**config.mk**
```make
export PLATFORM = sky130hd
export DESIGN_NAME = vga_stream_ctrl
export DESIGN_NICKNAME = d
export VERILOG_FILES = /design/src/rtl/vga_stream_ctrl.sv
export SDC_FILE = /design/constraint.sdc
export NUM_CORES = 1
export LEC_CHECK = 0
export BUFFER_PORTS_ARGS = -buffer_cell sky130_fd_sc_hd__clkbuf_2
export CORE_AREA = 2 2 39 41
export DETAILED_ROUTE_END_ITERATION = 16
export DIE_AREA = 0 0 41 43
export SLEW_MARGIN = 20
export SYNTH_ARGS = -nofsm -noshare
export SYNTH_HDL_FRONTEND = slang
export SYNTH_SLANG_ARGS = --single-unit
export TNS_END_PERCENT = 30
```
**constraint.sdc**
```tcl
create_clock -name pixel_clk -period 1.5 [get_ports pixel_clk]
set_input_delay 0.075 -clock pixel_clk [delete_from_list [all_inputs] [get_ports pixel_clk]]
set_output_delay 0.075 -clock pixel_clk [all_outputs]
set_load 0.05 [all_outputs]
```
**src/rtl/vga_stream_ctrl.sv**
```systemverilog
// Pixel-side stream controller: arms on a full FIFO in vblank, streams pixels,
// and recovers from underflow by draining to the next frame. Optional counter: VGA_STREAM_UNDERFLOW_CNT_EN.
module vga_stream_ctrl #(
  parameter int SYNC_STAGES = 2,
  parameter int CNT_W       = 16
) (
  input  logic             pixel_clk,
  input  logic             pixel_rst,
  input  logic             fifo_wfull_async,
  input  logic             fifo_rempty,
  input  logic             de,
  input  logic             vblank,
  output logic             fifo_read,
  output logic             stream_on,
  output logic             underflow,
  output logic             frame_restart,
  output logic [CNT_W-1:0] underflow_cnt,
  output logic [1:0]       state_dbg_o
);

  // Handshake: fifo_read is a single-cycle pop; the FIFO accepts it whenever
  // fifo_rempty is low in that same cycle, so fifo_read is never raised while empty.

  typedef enum logic [1:0] {
    WAIT_FILL = 2'd0,
    ARMED     = 2'd1,
    STREAM    = 2'd2,
    RESYNC    = 2'd3
  } state_e;

  state_e                 state_q, state_d;
  logic [SYNC_STAGES-1:0] wfull_sync_q;
  logic                   wfull_s;
  logic                   vblank_d;
  logic                   vbl_rise, vbl_fall;
  logic                   underflow_q, underflow_d;
  logic                   frame_restart_q;

  always_ff @(posedge pixel_clk or posedge pixel_rst) begin
    if (pixel_rst) begin
      wfull_sync_q <= '0;
      vblank_d     <= 1'b0;
    end else begin
      wfull_sync_q <= {wfull_sync_q[SYNC_STAGES-2:0], fifo_wfull_async};
      vblank_d     <= vblank;
    end
  end

  assign wfull_s  = wfull_sync_q[SYNC_STAGES-1];
  assign vbl_rise = vblank & ~vblank_d;
  assign vbl_fall = ~vblank & vblank_d;

  always_ff @(posedge pixel_clk or posedge pixel_rst) begin
    if (pixel_rst) begin
      state_q         <= WAIT_FILL;
      underflow_q     <= 1'b0;
      frame_restart_q <= 1'b0;
    end else begin
      state_q         <= state_d;
      underflow_q     <= underflow_d;
      frame_restart_q <= (state_d == RESYNC);
    end
  end

  always_comb begin
    state_d     = state_q;
    underflow_d = 1'b0;
    fifo_read   = 1'b0;
    stream_on   = 1'b0;
    unique case (state_q)
      WAIT_FILL: begin
        if (wfull_s && vblank) state_d = ARMED;
      end
      ARMED: begin
        if (vbl_fall) state_d = STREAM;
      end
      STREAM: begin
        stream_on = 1'b1;
        fifo_read = de & ~fifo_rempty;
        if (de && fifo_rempty) begin
          underflow_d = 1'b1;
          state_d     = RESYNC;
        end
      end
      RESYNC: begin
        // Discard the rest of the broken frame; restart only once the FIFO is empty at a frame boundary.
        fifo_read = ~fifo_rempty;
        if (vbl_rise && fifo_rempty) state_d = WAIT_FILL;
      end
      default: state_d = WAIT_FILL;
    endcase
  end

  assign underflow     = underflow_q;
  assign frame_restart = frame_restart_q;
  assign state_dbg_o   = state_q;

`ifdef VGA_STREAM_UNDERFLOW_CNT_EN
  localparam logic [CNT_W-1:0] CNT_ONE = {{(CNT_W-1){1'b0}}, 1'b1};
  logic [CNT_W-1:0] cnt_q;

  always_ff @(posedge pixel_clk or posedge pixel_rst) begin
    if (pixel_rst) begin
      cnt_q <= '0;
    end else if (underflow_d && (cnt_q != {CNT_W{1'b1}})) begin
      cnt_q <= cnt_q + CNT_ONE;
    end
  end

  assign underflow_cnt = cnt_q;
`else
  assign underflow_cnt = '0;
`endif

endmodule

```
After elaboration in Yosys (flattened, before gate mapping)
Cells that the tools add are included.
Widths: inputs -> output; s select.
{"block": "totals", "latchBits": 0, "mem_bits_rw": 0, "out_inout_bits": 22, "mem_count": 0, "reg_bits": 7, "inputBits": 6, "mem_bits_ro": 0}
{"block": "classes", "eq_ne": 4, "shift": 0, "n_bitwise": 6, "n_reduce_logical": 4, "n_div": 0, "add_sub_neg": 0, "n_lt_le_gt_ge": 0, "mul": 0, "n_mux": 9}
{"operator": "$mux 2", "count": 4}
{"operator": "$pmux 2 s4", "count": 1}
{"operator": "$eq 2x2->1 const B", "count": 3}
{"operator": "$and 1x1->1", "count": 3}
{"operator": "$logic_and 1x1->1", "count": 3}
{"operator": "$mux 1", "count": 3}
{"operator": "$not 1->1", "count": 3}
{"operator": "$eq 2x1->1 const B", "count": 1}
{"operator": "$logic_not 2->1", "count": 1}
{"operator": "$pmux 1 s2", "count": 1}

Logic depth before layout (Yosys ltp)
{"block": "depth", "depth_word": 6, "mapped_depth": 4, "ltp_nobuf": 3}

Worst setup path before layout
OpenSTA, ideal clock, no wires.
{"block": "synth_timing", "kind": "register to output", "start": "register state_q[1] (netlist: state_dbg_o[1])", "end": "output port fifo_read", "t_required_ps": 1425, "slack_ps": -507, "stages_incl_launch_ff": 3, "t_arrival_ps": 1932, "cell_sequence": "dfrtp_1 -> inv_2 -> nor3_1"}
{"block": "synth_between", "elab_chain_cells": 2, "word_cells_on_any_way": 3, "classes_between": "eq/ne (2); mux (1)"}
{"item": "from (decl)", "line_no": "31", "text": "state_e state_q, state_d;"}
{"item": "from (signal assigned)", "line_no": "59", "text": "state_q <= state_d;"}
{"item": "$eq 2x2->1", "line_no": "70", "text": "unique case (state_q)"}
{"item": "$pmux 1 s2 *", "line_no": "70"}
{"item": "to (decl)", "line_no": "13", "text": "output logic fifo_read,"}
Mark *: on every way between the ends. The rest lies on a longest branch, timed or not.

Final worst setup path
Ends and elaborated chain as after synthesis.

==> results.toml <==
[worst_setup_path]
ff2ff_path_depth = 2
r2r_start = "state_dbg_o[0]"
start_kind = "register"
critPathMaxStageDelay_ns = 0.45
end_kind = "primary output"
cp_max_fo = 6
crit_type = "register to primary output"
cpMaxStageDelayCell = "dfrtp_1"
cp-startpoint = "state_dbg_o[1]"
ff2ff_setup_slack_ns = 0.45
path_cells = "inv_2 -> nor3_2 -> clkbuf_2"
required_ns = 1.42
critPathArrivalTime_ns = 1.26

[global_route]
grt_pass1_wl_mm = 1.090
met1_usage_pct = 10.20
grt_busiest_layer = "met2"
antenna_found_initial = 0
grt_util_met3_pct = 7.853
grt_max_degree = 10
met2_usage_pct = 13.75
grt_use_total_pct = 9.707
gr-total-overflow = 0
grt_pass1_vias = 261

[place]
dp_hpwl_um = 526.5
place_congestion = 0.7416
port_buffers = 11
dp.cells = 68

[finish]
fill_cells = 163
diodes = 0
fin_cells = 75
drive_above_1_share_pct = 35.59
area.sequential_um2 = 175.2
multi_input_area_um2 = 176.4
areaGrowthSynthToFinish_pct = 14.83
nets = 66

[power]
ir_drop_mv = 0.5063
p_per_area_nw_per_um2 = 2028
p_leak_nw = 0.2669

[route]
drtAntennaViolNets = 0
avgRoutedWirePerCell_um = 8.747
wl_um = 656
routed-via-count = 293
drc = 0
drtPass1Iterations = 3
vias_per_cell = 3.907
drtIter0Drc = 5

[worst_hold_path]
hold_class = "input pin to register"
hold_start = "de"
hold_depth = 2

[floorplan]
dieArea_um2 = 1763
die_h_um = 43
core_area_um2 = 1384
io_pins = 28
die_width_um = 41
rows = 14
initial_core_util_pct = 31.10

[synth]
synthesis.area_um2 = 430.4
avgSynthCellArea_um2 = 10.01
yosysMostFrequentCell = "buf_4"
synth_edf_count = 0
synth_seq_area_share_pct = 40.70
synthCells = 43
ys_async_sr_fraction_pct = 100.0
yosysTopAreaCell = "dfrtp_1"
synth_top_cells_by_count = "buf_4, dfrtp_1, nor2_1"
ys.flop_type = "dfrtp_1"
yosysWarnings = 0
yosysUniqueCellTypes = 17
ys_ff_latch = 7
synthTopCellsByArea = "dfrtp_1, buf_4, a311oi_2, a211oi_2, and3_1"
synth_top_area_share_pct = 40.70

[clocking]
cts_tree = "done"
clk_latency_ns = 0.24
cts-root-buf = "clkbuf_4"
h-tree-depth = 1
cts_buffers = 3
ctsResizeCount = 0
cts_sinks = 7
cts.path.max_buffers = 2
clk_pin_slew_ns = 0.05

[timing]
timing.final.crit_share_pct = 88.71
setup-tns-final_ns = 0
fmax_mhz = 751.5
setup_viol = 0
hold_viol_final = 0
rsz0062_at_grt = "no"
drv_slew = 0
fin_worst_skew_ns = 0.002350
period_needed_ns = 1.331
timing.hold.ws_ns = 0.1237

[job]
cap_viol_max_count = 0

[run_status]
status = "finished clean"
## cells in the final DEF (no fill, tap or decap)
cell           instances
clkbuf_1               1
a211oi_1               1
a21oi_1                2
nor3_2                 1
nor2_2                 1
and3_1                 2
nor2_1                 2
a211oi_2               1
inv_1                  2
and3b_4                1
a311oi_2               1
o21ai_1                1
dlygate4sd3_1          3
dfrtp_1                7
inv_2                  1
clkbuf_4               3
conb_1                16
a41o_2                 1
nor2b_1                1
clkbuf_2              11
## worst paths after layout
path                                   end
setup / recovery                 fifo_read
hold / removal                   underflow
setup reg to reg            state_dbg_o[0]
hold reg to reg            wfull_sync_q[1]
max in group asynchronous   state_dbg_o[0]
min in group asynchronous  wfull_sync_q[1]
## registers in the layout, summed over array words and instances, names as in the netlist
name	flops
wfull_sync_q	2
vblank_d	1
frame_restart	1
underflow	1
state_dbg_o	2
## logic make-up after synthesis
family / count (synthesis) / share of synthesized area (%)
other: 1 / 0.8713
buffers and inverters: 20 / 33.14
AOI/OAI and AO/OA: 7 / 14.24
and+or+nand+nor: 8 / 11.05
DFF: 7 / 40.70
## metal layers
layer | part of all wire, % | vias to the layer above
met1 | 43 | 136
met5 | 0 | -
met4 | 0 | 0
met2 | 46 | 15
met3 | 11 | 0
li1 | - | 142
## power by group
| group | switching [mW] | total (mW) | leakage [nW] | internal (mW) |
|---|---|---|---|---|
| sequential | 0.0664 | 0.302 | 0.0858 | 0.236 |
| clock | 0.0650 | 0.166 | 0.0150 | 0.101 |
| combinational | 0.409 | 0.534 | 0.166 | 0.125 |
## per-stage QoR
step           worst slack [ns]  instance area, µm²  power (mW)  utilization (%)
2_1_floorplan           -0.1026               494.2      0.8004                -
3_3_place_gp             0.4147               437.9      0.8385            31.65
3_5_place_dp             0.4245               437.9      0.8358            31.65
4_1_cts                  0.1523               484.2       1.013            34.99
5_1_grt                 0.05133               494.2       1.077            35.71
6_report                 0.1694               494.2       1.003            35.71
## critical path: cells and delay by family (launching register included)
family                 cells  cell delay (ns)
DFF                        1             0.45
and+or+nand+nor            1             0.17
buffers and inverters      2             0.40
## cell type report
cell class / instances / share of cell area [%]
clock buffer: 4 / 5.316
inverter: 3 / 2.278
multi-input combinational: 31 / 35.70
sequential: 7 / 35.44
tap: 16 / 4.051
timing repair buffer: 14 / 17.22
## repair_timing
action / 4_1_cts / 5_1_grt
hold buffers: 2 / 1
endpoints found under the hold margin: 8 / 1
setup buffers: 0 / 0
(Power assumes the default switching activity.)
